**src/rtl/ekf_pkg.sv**
```systemverilog
`default_nettype none
// ============================================================================
// Module   : ekf_pkg
// Purpose  : Shared stage codes, PE_config status codes, error codes and the
//            scheduler state encoding for the EKF stage sequencer.
// Revision : 1.0  initial release
// ============================================================================
package ekf_pkg;

    localparam logic [2:0] STAGE_IDLE  = 3'b000;
    localparam logic [2:0] STAGE_PRD   = 3'b001;
    localparam logic [2:0] STAGE_NEW   = 3'b010;
    localparam logic [2:0] STAGE_UPD   = 3'b100;

    localparam logic [2:0] STAGE_BUSY  = 3'b000;
    localparam logic [2:0] STAGE_READY = 3'b111;

    localparam logic [2:0] ERR_NONE     = 3'b000;
    localparam logic [2:0] ERR_BAD_TYPE = 3'b001;
    localparam logic [2:0] ERR_LM_RANGE = 3'b010;
    localparam logic [2:0] ERR_LM_FULL  = 3'b011;
    localparam logic [2:0] ERR_NO_BUSY  = 3'b100;
    localparam logic [2:0] ERR_TIMEOUT  = 3'b101;

    typedef enum logic [2:0] {
        S_IDLE      = 3'd0,
        S_CHECK     = 3'd1,
        S_ISSUE     = 3'd2,
        S_WAIT_BUSY = 3'd3,
        S_RUN       = 3'd4,
        S_DONE      = 3'd5
    } sched_state_e;

    function automatic logic is_stage_code(input logic [2:0] code);
        return (code == STAGE_PRD) || (code == STAGE_NEW) || (code == STAGE_UPD);
    endfunction

endpackage
`default_nettype wire

```
**src/rtl/ekf_cmd_fifo.sv**
```systemverilog
`default_nettype none
// ============================================================================
// Module   : ekf_cmd_fifo
// Purpose  : Synchronous command FIFO with combinational head; full is taken
//            from the registered count, so a pop frees a slot next cycle.
// Revision : 1.0  initial release
// ============================================================================
module ekf_cmd_fifo #(
    parameter int WIDTH = 13,
    parameter int DEPTH = 4
) (
    input  logic             clk,
    input  logic             rst_n,
    input  logic             i_push,
    input  logic [WIDTH-1:0] i_wdata,
    input  logic             i_pop,
    output logic             o_full,
    output logic             o_empty,
    output logic [WIDTH-1:0] o_head
);

    localparam int AW = $clog2(DEPTH);

    logic [WIDTH-1:0] r_mem [DEPTH];
    logic [AW-1:0]    r_wr_ptr;
    logic [AW-1:0]    r_rd_ptr;
    logic [AW:0]      r_count;
    logic             w_wr;
    logic             w_rd;

    assign o_full  = (r_count == (AW+1)'(DEPTH));
    assign o_empty = (r_count == '0);
    assign o_head  = r_mem[r_rd_ptr];
    assign w_wr    = i_push && !o_full;
    assign w_rd    = i_pop && !o_empty;

    always_ff @(posedge clk) begin
        if (w_wr) begin
            r_mem[r_wr_ptr] <= i_wdata;
        end
    end

    always_ff @(posedge clk or negedge rst_n) begin
        if (!rst_n) begin
            r_wr_ptr <= '0;
            r_rd_ptr <= '0;
            r_count  <= '0;
        end else begin
            if (w_wr) r_wr_ptr <= r_wr_ptr + 1'b1;
            if (w_rd) r_rd_ptr <= r_rd_ptr + 1'b1;
            case ({w_wr, w_rd})
                2'b10:   r_count <= r_count + 1'b1;
                2'b01:   r_count <= r_count - 1'b1;
                default: r_count <= r_count;
            endcase
        end
    end

endmodule
`default_nettype wire

```
**src/rtl/ekf_stage_sched.sv**
```systemverilog
`default_nettype none
// ============================================================================
// Module   : ekf_stage_sched
// Purpose  : Queues EKF step commands, validates them against the landmark
//            count and sequences one stage at a time through PE_config.
// Revision : 1.0  initial release
// ============================================================================
module ekf_stage_sched
    import ekf_pkg::*;
#(
    parameter int ROW_LEN   = 10,
    parameter int MAX_LM    = 1000,
    parameter int CMD_DEPTH = 4,
    parameter int TO_DW     = 16,
    parameter int BUSY_WAIT = 8,
    parameter int TIMEOUT   = 60000
) (
    input  logic               clk,
    input  logic               sys_rst_n,
    input  logic               cmd_val,
    output logic               cmd_rdy,
    input  logic [2:0]         cmd_type,
    input  logic [ROW_LEN-1:0] cmd_lm_id,
    output logic [2:0]         stage_val,
    input  logic [2:0]         stage_rdy,
    output logic [ROW_LEN-1:0] lm_id,
    output logic [ROW_LEN-1:0] landmark_num,
    output logic               busy,
    output logic               done,
    output logic [2:0]         done_stage,
    output logic               err,
    output logic [2:0]         err_code
);

    localparam logic [ROW_LEN-1:0] c_max_lm    = ROW_LEN'(MAX_LM);
    localparam logic [TO_DW-1:0]   c_busy_lim  = TO_DW'(BUSY_WAIT - 1);
    localparam logic [TO_DW-1:0]   c_run_lim   = TO_DW'(TIMEOUT - 1);

    sched_state_e         r_state;
    sched_state_e         w_state_nxt;
    logic [TO_DW-1:0]     r_wd_cnt;
    logic [2:0]           r_type;
    logic [ROW_LEN-1:0]   r_lm_id;
    logic [ROW_LEN-1:0]   r_lm_num;
    logic                 r_done;
    logic [2:0]           r_done_stage;
    logic                 r_err;
    logic [2:0]           r_err_code;
    logic                 w_err_set;
    logic [2:0]           w_err_val;
    logic                 w_fifo_full;
    logic                 w_fifo_empty;
    logic [ROW_LEN+2:0]   w_head;
    logic [2:0]           w_head_type;
    logic [ROW_LEN-1:0]   w_head_id;

    ekf_cmd_fifo #(
        .WIDTH (3 + ROW_LEN),
        .DEPTH (CMD_DEPTH)
    ) u_cmd_fifo (
        .clk     (clk),
        .rst_n   (sys_rst_n),
        .i_push  (cmd_val),
        .i_wdata ({cmd_type, cmd_lm_id}),
        .i_pop   (r_state == S_CHECK),
        .o_full  (w_fifo_full),
        .o_empty (w_fifo_empty),
        .o_head  (w_head)
    );

    assign w_head_type = w_head[ROW_LEN +: 3];
    assign w_head_id   = w_head[ROW_LEN-1:0];

    always_comb begin
        w_state_nxt = r_state;
        w_err_set   = 1'b0;
        w_err_val   = ERR_NONE;
        case (r_state)
            S_IDLE: begin
                if (!w_fifo_empty) w_state_nxt = S_CHECK;
            end
            S_CHECK: begin
                // Checks are prioritised: malformed type, then range, then capacity.
                if (!is_stage_code(w_head_type)) begin
                    w_err_set = 1'b1;
                    w_err_val = ERR_BAD_TYPE;
                end else if ((w_head_type == STAGE_UPD) && (w_head_id >= r_lm_num)) begin
                    w_err_set = 1'b1;
                    w_err_val = ERR_LM_RANGE;
                end else if ((w_head_type == STAGE_NEW) && (r_lm_num == c_max_lm)) begin
                    w_err_set = 1'b1;
                    w_err_val = ERR_LM_FULL;
                end
                w_state_nxt = w_err_set ? S_IDLE : S_ISSUE;
            end
            S_ISSUE: begin
                if (stage_rdy == STAGE_READY) w_state_nxt = S_WAIT_BUSY;
            end
            S_WAIT_BUSY: begin
                if (stage_rdy == STAGE_BUSY) begin
                    w_state_nxt = S_RUN;
                end else if (r_wd_cnt == c_busy_lim) begin
                    w_err_set   = 1'b1;
                    w_err_val   = ERR_NO_BUSY;
                    w_state_nxt = S_IDLE;
                end
            end
            S_RUN: begin
                if (stage_rdy == STAGE_READY) begin
                    w_state_nxt = S_DONE;
                end else if (r_wd_cnt == c_run_lim) begin
                    w_err_set   = 1'b1;
                    w_err_val   = ERR_TIMEOUT;
                    w_state_nxt = S_IDLE;
                end
            end
            S_DONE:  w_state_nxt = S_IDLE;
            default: w_state_nxt = S_IDLE;
        endcase
    end

    always_ff @(posedge clk or negedge sys_rst_n) begin
        if (!sys_rst_n) begin
            r_state      <= S_IDLE;
            r_wd_cnt     <= '0;
            r_type       <= STAGE_IDLE;
            r_lm_id      <= '0;
            r_lm_num     <= '0;
            r_done       <= 1'b0;
            r_done_stage <= STAGE_IDLE;
            r_err        <= 1'b0;
            r_err_code   <= ERR_NONE;
        end else begin
            r_state <= w_state_nxt;
            // Watchdog restarts on every state change and only runs while waiting on PE_config.
            if (r_state != w_state_nxt) begin
                r_wd_cnt <= '0;
            end else if ((r_state == S_WAIT_BUSY) || (r_state == S_RUN)) begin
                r_wd_cnt <= r_wd_cnt + 1'b1;
            end
            if ((r_state == S_CHECK) && (w_state_nxt == S_ISSUE)) begin
                r_type  <= w_head_type;
                r_lm_id <= w_head_id;
            end
            r_done <= (w_state_nxt == S_DONE);
            if (w_state_nxt == S_DONE) r_done_stage <= r_type;
            r_err <= w_err_set;
            if (w_err_set) r_err_code <= w_err_val;
            if ((r_state == S_DONE) && (r_type == STAGE_NEW)) begin
                r_lm_num <= r_lm_num + 1'b1;
            end
        end
    end

    assign stage_val    = (r_state == S_ISSUE) ? r_type : STAGE_IDLE;
    assign cmd_rdy      = !w_fifo_full;
    assign busy         = (r_state != S_IDLE) || !w_fifo_empty;
    assign lm_id        = r_lm_id;
    assign landmark_num = r_lm_num;
    assign done         = r_done;
    assign done_stage   = r_done_stage;
    assign err          = r_err;
    assign err_code     = r_err_code;

endmodule
`default_nettype wire

```
**config.mk**
```make
export PLATFORM = sky130hd
export DESIGN_NAME = ekf_stage_sched
export DESIGN_NICKNAME = d
export VERILOG_FILES = /design/src/rtl/ekf_pkg.sv /design/src/rtl/ekf_cmd_fifo.sv /design/src/rtl/ekf_stage_sched.sv
export SDC_FILE = /design/constraint.sdc
export NUM_CORES = 1
export LEC_CHECK = 0
export BUFFER_PORTS_ARGS = -buffer_cell sky130_fd_sc_hd__buf_2
export CAP_MARGIN = 20
export CORE_MARGIN = 3
export CORE_UTILIZATION = 29
export CTS_CLUSTER_SIZE = 24
export DETAILED_ROUTE_END_ITERATION = 10
export SETUP_SLACK_MARGIN = 0.15
export SLEW_MARGIN = 40
export SYNTH_ARGS = -nofsm -noshare
export SYNTH_HDL_FRONTEND = slang
export SYNTH_SLANG_ARGS = --single-unit
```
**constraint.sdc**
```tcl
create_clock -name clk -period 8.4 [get_ports clk]
set_input_delay 1.26 -clock clk [delete_from_list [all_inputs] [get_ports clk]]
set_output_delay 1.26 -clock clk [all_outputs]
set_load 0.1 [all_outputs]
```
After elaboration in Yosys (flattened, before gate mapping) --
Memories as Yosys holds them, arrays and structs flattened. Index checks and enable logic that the tools add are counted.
Storage, ports and cells: register bits after elaboration 57, memory bits (writable) 52, input bits 19, memories kept 1, output and inout port bits 33
Memory list:
- u_cmd_fifo.r_mem | depth 4, bits a word 13, read ports 1, clocked after memory_dff 0, wr ports 1, line ekf_cmd_fifo.sv:24 | logic [WIDTH-1:0] r_mem [DEPTH];
Operators by class: reductions and logical operators 18, multiplexer cells 31, add/subtract/negate cells 6, order comparisons 1, eq/ne operators 19
Operators with widths (count):
- 3-bit two-way mux | 11
- 16-bit two-way mux | 2
- 3-bit == test, second input constant | 6
- 16-bit by 1-bit adder with 16-bit output, second input constant | 1
- 16-bit == test, second input constant | 1
- 16-bit by 3-bit == test with 1-bit output, second input constant | 1
- 3-bit by 2-bit == test with 1-bit output, second input constant | 5
- 3-bit case mux with 5 select lines | 1
- 10-bit by 1-bit adder with 10-bit output, second input constant | 1
- 10-bit == test, second input constant | 1
- 10-bit >= comparator | 1
- 1-bit two-way mux | 10
- 3-bit logical NOT | 3
- 3-bit case mux with 3 select lines | 1
- 2-bit two-way mux | 4
- 3-bit by 1-bit == test with 1-bit output, second input constant | 2
- 1-bit logical AND | 6
- 3-bit case mux with 2 select lines | 1
- 2-bit by 1-bit adder with 2-bit output, second input constant | 2
- 1-bit logical OR | 4
- 2-bit nonzero test | 2
- 3-bit by 1-bit adder with 3-bit output, second input constant | 1
- 3-bit != test | 1
- 1-bit case mux with 3 select lines | 1
- 5 further kinds | 6

Logic depth before layout (Yosys ltp) --
An unclocked memory read counts as a cell.
word-level depth 11, gate-level depth with buffers 12, mapped depth without buffers 10

By module --
A second synthesis with hierarchy kept.
Second synthesis, totals: cells, all modules 368, area total of the unflattened synthesis 5052.3 um^2
Modules (own cells, without submodules):
- ekf_stage_sched | cells an instance 263, times used 1, area an instance 2717.6 um^2
- ekf_cmd_fifo | cells an instance 105, times used 1, area an instance 2334.7 um^2

Worst setup path after synthesis --
No wires, ideal clock.
kind reg-to-reg, from register u_cmd_fifo.r_rd_ptr[0], to register r_lm_id[2] (netlist: lm_id[2]), stages on the path, launching flop included 12, library setup time 126 ps, data required time 8274 ps, data arrival time 3375 ps, period minus slack after synthesis 3501 ps, buffers on the path 3, path slack 4899 ps, cells stage by stage dfrtp_1 -> buf_6 -> clkbuf_1 -> mux4_2 -> ha_1 -> a211o_1 -> a21oi_1 -> o31ai_1 -> or3_1 -> a21oi_2 -> buf_6 -> mux2_4
RTL lines:
- from (decl) | line ekf_cmd_fifo.sv:26 | logic [AW-1:0] r_rd_ptr;
- from (signal assigned) | line ekf_cmd_fifo.sv:50 | if (w_rd) r_rd_ptr <= r_rd_ptr + 1'b1;
- memory 4 x 13 bit
- via u_cmd_fifo.o_head[7] | line ekf_cmd_fifo.sv:19 | output logic [WIDTH-1:0] o_head
- 10-bit >= comparator | line ekf_stage_sched.sv:87 | end else if ((w_head_type == STAGE_UPD) && (w_head_id >= r_lm_num)) begin
- 1-bit logical AND | line ekf_stage_sched.sv:87
- 1-bit two-way mux | line ekf_stage_sched.sv:87
- 1-bit two-way mux | line ekf_stage_sched.sv:84 | if (!is_stage_code(w_head_type)) begin
- 1-bit two-way mux | line ekf_stage_sched.sv:78 | case (r_state)
- 2-bit two-way mux | line ekf_stage_sched.sv:94 | w_state_nxt = w_err_set ? S_IDLE : S_ISSUE;
- 3-bit case mux with 5 select lines | line ekf_stage_sched.sv:78
- 3-bit by 2-bit == test with 1-bit output | line ekf_stage_sched.sv:141 | if ((r_state == S_CHECK) && (w_state_nxt == S_ISSUE)) begin
- 1-bit logical AND | line ekf_stage_sched.sv:141
- to (signal assigned) | line ekf_stage_sched.sv:143 | r_lm_id <= w_head_id;
- to (decl) | line ekf_stage_sched.sv:43 | logic [ROW_LEN-1:0] r_lm_id;
The timed path passes the listed nets, and every way through them passes these cells. The select of a mux whose other input is x is not followed. A chain may end at the register's enable or synchronous reset.

Worst setup path after layout --
from register u_cmd_fifo.r_rd_ptr[0], to register r_type[2]
RTL lines:
- memory 4 x 13 bit
- via u_cmd_fifo.o_head[7] | line ekf_cmd_fifo.sv:19
- 10-bit >= comparator | line ekf_stage_sched.sv:87
- 1-bit logical AND | line ekf_stage_sched.sv:87
- 1-bit two-way mux | line ekf_stage_sched.sv:87
- 1-bit two-way mux | line ekf_stage_sched.sv:84
- 1-bit two-way mux | line ekf_stage_sched.sv:78
- 2-bit two-way mux | line ekf_stage_sched.sv:94
- 3-bit case mux with 5 select lines | line ekf_stage_sched.sv:78
- 3-bit by 2-bit == test with 1-bit output | line ekf_stage_sched.sv:141
- 1-bit logical AND | line ekf_stage_sched.sv:141
- to (signal assigned) | line ekf_stage_sched.sv:142 | r_type <= w_head_type;
- to (decl) | line ekf_stage_sched.sv:42 | logic [2:0] r_type;
The timed path passes the listed nets, and every way through them passes these cells. The select of a mux whose other input is x is not followed.

==> flow_summary.yaml <==
worst_setup_path:
  endpoint_kind: "flop"
  rr_endpoint: "r_type[2]"
  reg2reg_slack_ps: 4880
  startpoint_type: "flop"
  crit_type: "flop to flop"
  critPathSlowestCell: "dfrtp_2"
  r2r_start: "u_cmd_fifo.r_rd_ptr[0]"
  cp.required_ps: 8640
  critPathMaxFanout: 15
  crit_arrival_ps: 3760
  crit_chain: "mux4_2 -> ha_1 -> a211o_1 -> a21oi_1 -> o31ai_1 -> or3_1 -> a21oi_4 -> mux2_2"
  worst-path-buf-inv: 0
  rr_worst_depth: 8
  crit_family: "compound AO/OA/AOI/OAI gates"
  crit_path_start: "u_cmd_fifo.r_rd_ptr[0]"
  critPathMaxStageDelay_ps: 670
die:
  die-height_um: 137
  coreArea_mm2: 0.0166
  placementRows: 47
  die_area_mm2: 0.0186
  pin_count: 52
  start_util_pct: 29.7
  die_x_um: 137
power_and_ir_drop:
  leakagePower_nw: 2.31
  ir_drop_uv: 251
  p_per_area_mw_per_mm2: 369
grt:
  gr-usage-met2_pct: 18.1
  grt.total_usage_pct: 11.2
  top_usage_layer: "met2"
  use_met3_pct: 2.72
  grt_max_degree: 58
  grt_pass1_vias: 3077
  grt_pass1_wl_um: 16000
  antenna_found_initial: 0
  use_met1_pct: 14.1
  grt-ovfl-total: 0
clock_tree:
  cts_buffers: 9
  postCtsSetupBuffers: 0
  postCtsHoldBufs: 0
  cts.repair.resized: 0
  cts_buffer_depth: 2
  cts_sinks: 109
  h-tree-depth: 3
  clkTransAtPathRegs_ps: 80
  cts_root_buffer: "clkbuf_16"
  cts_tree: "built"
  clock_latency_ps: 360
timing:
  max-slew-margin-rel_pct: 53.2
  hold_viol_final: 0
  finalClockSkew_ps: 7.52
  finalSetupViolations: 0
  finalCritPeriodShare_pct: 41.9
  tightest_slew_ps: 702
  slew_viol_final: 0
  max_freq_mhz: 284
  grt_setup_unrepaired: "no"
  tns_ps: 0
  min_period_ps: 3520
worst_hold_path:
  whs_path_depth: 2
  whs_endpoint: "err_code[2]"
  min-delay-start: "err_code[2]"
  min_path_type: "flop to flop"
logic_synthesis:
  synth_area_leaders: "edfxtp_1, dfrtp_1, mux4_2"
  yosys.area.top_type_share_pct: 31.6
  ys_ff_latch: 109
  synth_top_area_cell: "edfxtp_1"
  async_flop_share_pct: 52.3
  yosysWarnings: 0
  synth_cells: 365
  yosysSeqAreaShare_pct: 60.4
  synth-edff-count: 52
  syn_area_mm2: 0.00494
  syn_nets: 403
  ys.flop_type: "dfrtp_1"
  syn_area_per_cell_um2: 13.5
  synth_cell_types: 47
status:
  outcome: "completed"
route:
  avgViaCountPerCell: 4.58
  firstDrtPassIters: 4
  wl_um: 9670
  wl_per_cell_um: 15.0
  ant_nets: 0
  drt_iter0_drc: 174
  drcViolationCount: 0
  num_vias: 2948
flow_run:
  cap_violations: 0
placement:
  dp.cells: 627
  gp_congestion: 0.809
  dpl.hpwl_um: 7090
  numPortBuffers: 51
cells_and_area:
  instances_no_fill: 644
  final_nets: 456
  syn2layout_area_growth_pct: 16.3
  drive_above_1_share_pct: 23.6
  nFillCells: 1588
stage by stage:
| stage | util (%) | power (mW) | setup slack, ps | cell area [um2] | hold slack [ps] |
|---|---|---|---|---|---|
| floorplan | - | 1.53 | 4900 | 4940 | 464 |
| detailed placement | 32.7 | 1.73 | 4870 | 5440 | 483 |
| global route | 34.5 | 2.25 | 4670 | 5750 | 527 |
| finish | 34.5 | 2.12 | 4880 | 5750 | 496 |
| global placement | 32.6 | 1.70 | 4390 | 5430 | 462 |
| CTS | 34.5 | 2.15 | 4830 | 5740 | 500 |
how the worst max path moves through the flow:
stage | endpoint | slack [ps] | cells past startpoint
2_1_floorplan | lm_id[2] | 4900 | 11
3_3_place_gp | lm_id[9] | 4390 | 8
3_5_place_dp | lm_id[1] | 4870 | 8
4_1_cts | lm_id[1] | 4830 | 8
5_1_grt | lm_id[9] | 4670 | 8
6_report | r_type[2] | 4880 | 8
logic make-up (layout without fill, tap and decap cells):
logic type,after synthesis,count (layout),share of synthesized area [%]
adder cells (fa/ha/maj),19,19,4.96
multiplexers,29,29,10.4
AND/OR/NAND/NOR,109,109,11.4
XOR/XNOR,30,30,5.32
other,0,1,0
flip-flops,109,109,60.4
buffers and inverters,34,92,2.89
AO/OA/AOI/OAI,35,35,4.61
registers in the layout, summed over array words and instances (netlist names):
signal	cells
err_code	3
err	1
r_state	3
done_stage	3
u_cmd_fifo.r_mem	52
u_cmd_fifo.r_rd_ptr	2
r_wd_cnt	16
lm_id	10
done	1
r_type	3
landmark_num	10
u_cmd_fifo.r_wr_ptr	2
u_cmd_fifo.r_count	3
worst min-delay path: cells and delay by family (launching register included):
| family | cells | cell delay [ps] |
|---|---|---|
| simple gates | 2 | 100 |
| flops | 1 | 360 |
synthesized netlist by cell type (3+ instances only):
master and instances:
dfrtp_1 57, edfxtp_1 52, nor2_1 26, inv_1 24
nand2_1 20, xnor2_1 20, ha_1 18, mux4_2 11
nand4_1 11, nor3_1 10, xor2_1 10, a21oi_1 9
mux2_4 9, nand3_1 8, o21ai_0 8, and3_1 7
clkbuf_1 7, mux2_2 7, nor4_1 6, and2_1 5
nor2b_1 4, nor3b_1 3
area by class of cell:
type / count / area (um2) / area share, %
diodes: 1 / 2.50 / 0.0435
clock buffers: 9 / 225 / 3.92
clock inverters: 7 / 72.6 / 1.26
inverters: 24 / 90.1 / 1.57
multi-input cells: 222 / 1830 / 31.8
flip-flops and latches: 109 / 2990 / 52.0
well taps: 220 / 275 / 4.79
repair buffers: 52 / 267 / 4.64
per-layer routing:
layer,wire length (um),vias up,part of all wire [%]
li1,-,1440,-
met2,4660,48,48
met3,295,13,3.1
met5,0,-,0
met1,4560,1447,47
met4,153,0,1.6
cells in the final DEF (no fill, tap or decap), types with 8 or more instances in the layout:
cell | synthesis | final
mux4_2 | 11 | 11
buf_2 | 0 | 51
nand3_1 | 8 | 8
edfxtp_1 | 52 | 52
a21oi_1 | 9 | 9
nor3_1 | 10 | 10
mux2_4 | 9 | 9
nand4_1 | 11 | 11
nor2_1 | 26 | 26
o21ai_0 | 8 | 8
clkbuf_16 | 0 | 9
ha_1 | 18 | 18
xnor2_1 | 20 | 20
dfrtp_1 | 57 | 56
nand2_1 | 20 | 20
inv_1 | 24 | 24
xor2_1 | 10 | 10
power by group:
part / switching [mW] / internal (mW)
logic: 0.610 / 0.294
clock network: 0.206 / 0.212
registers: 0.111 / 0.688
total: 0.927 / 1.19
No activity file was read; power rests on OpenSTA's default activity.
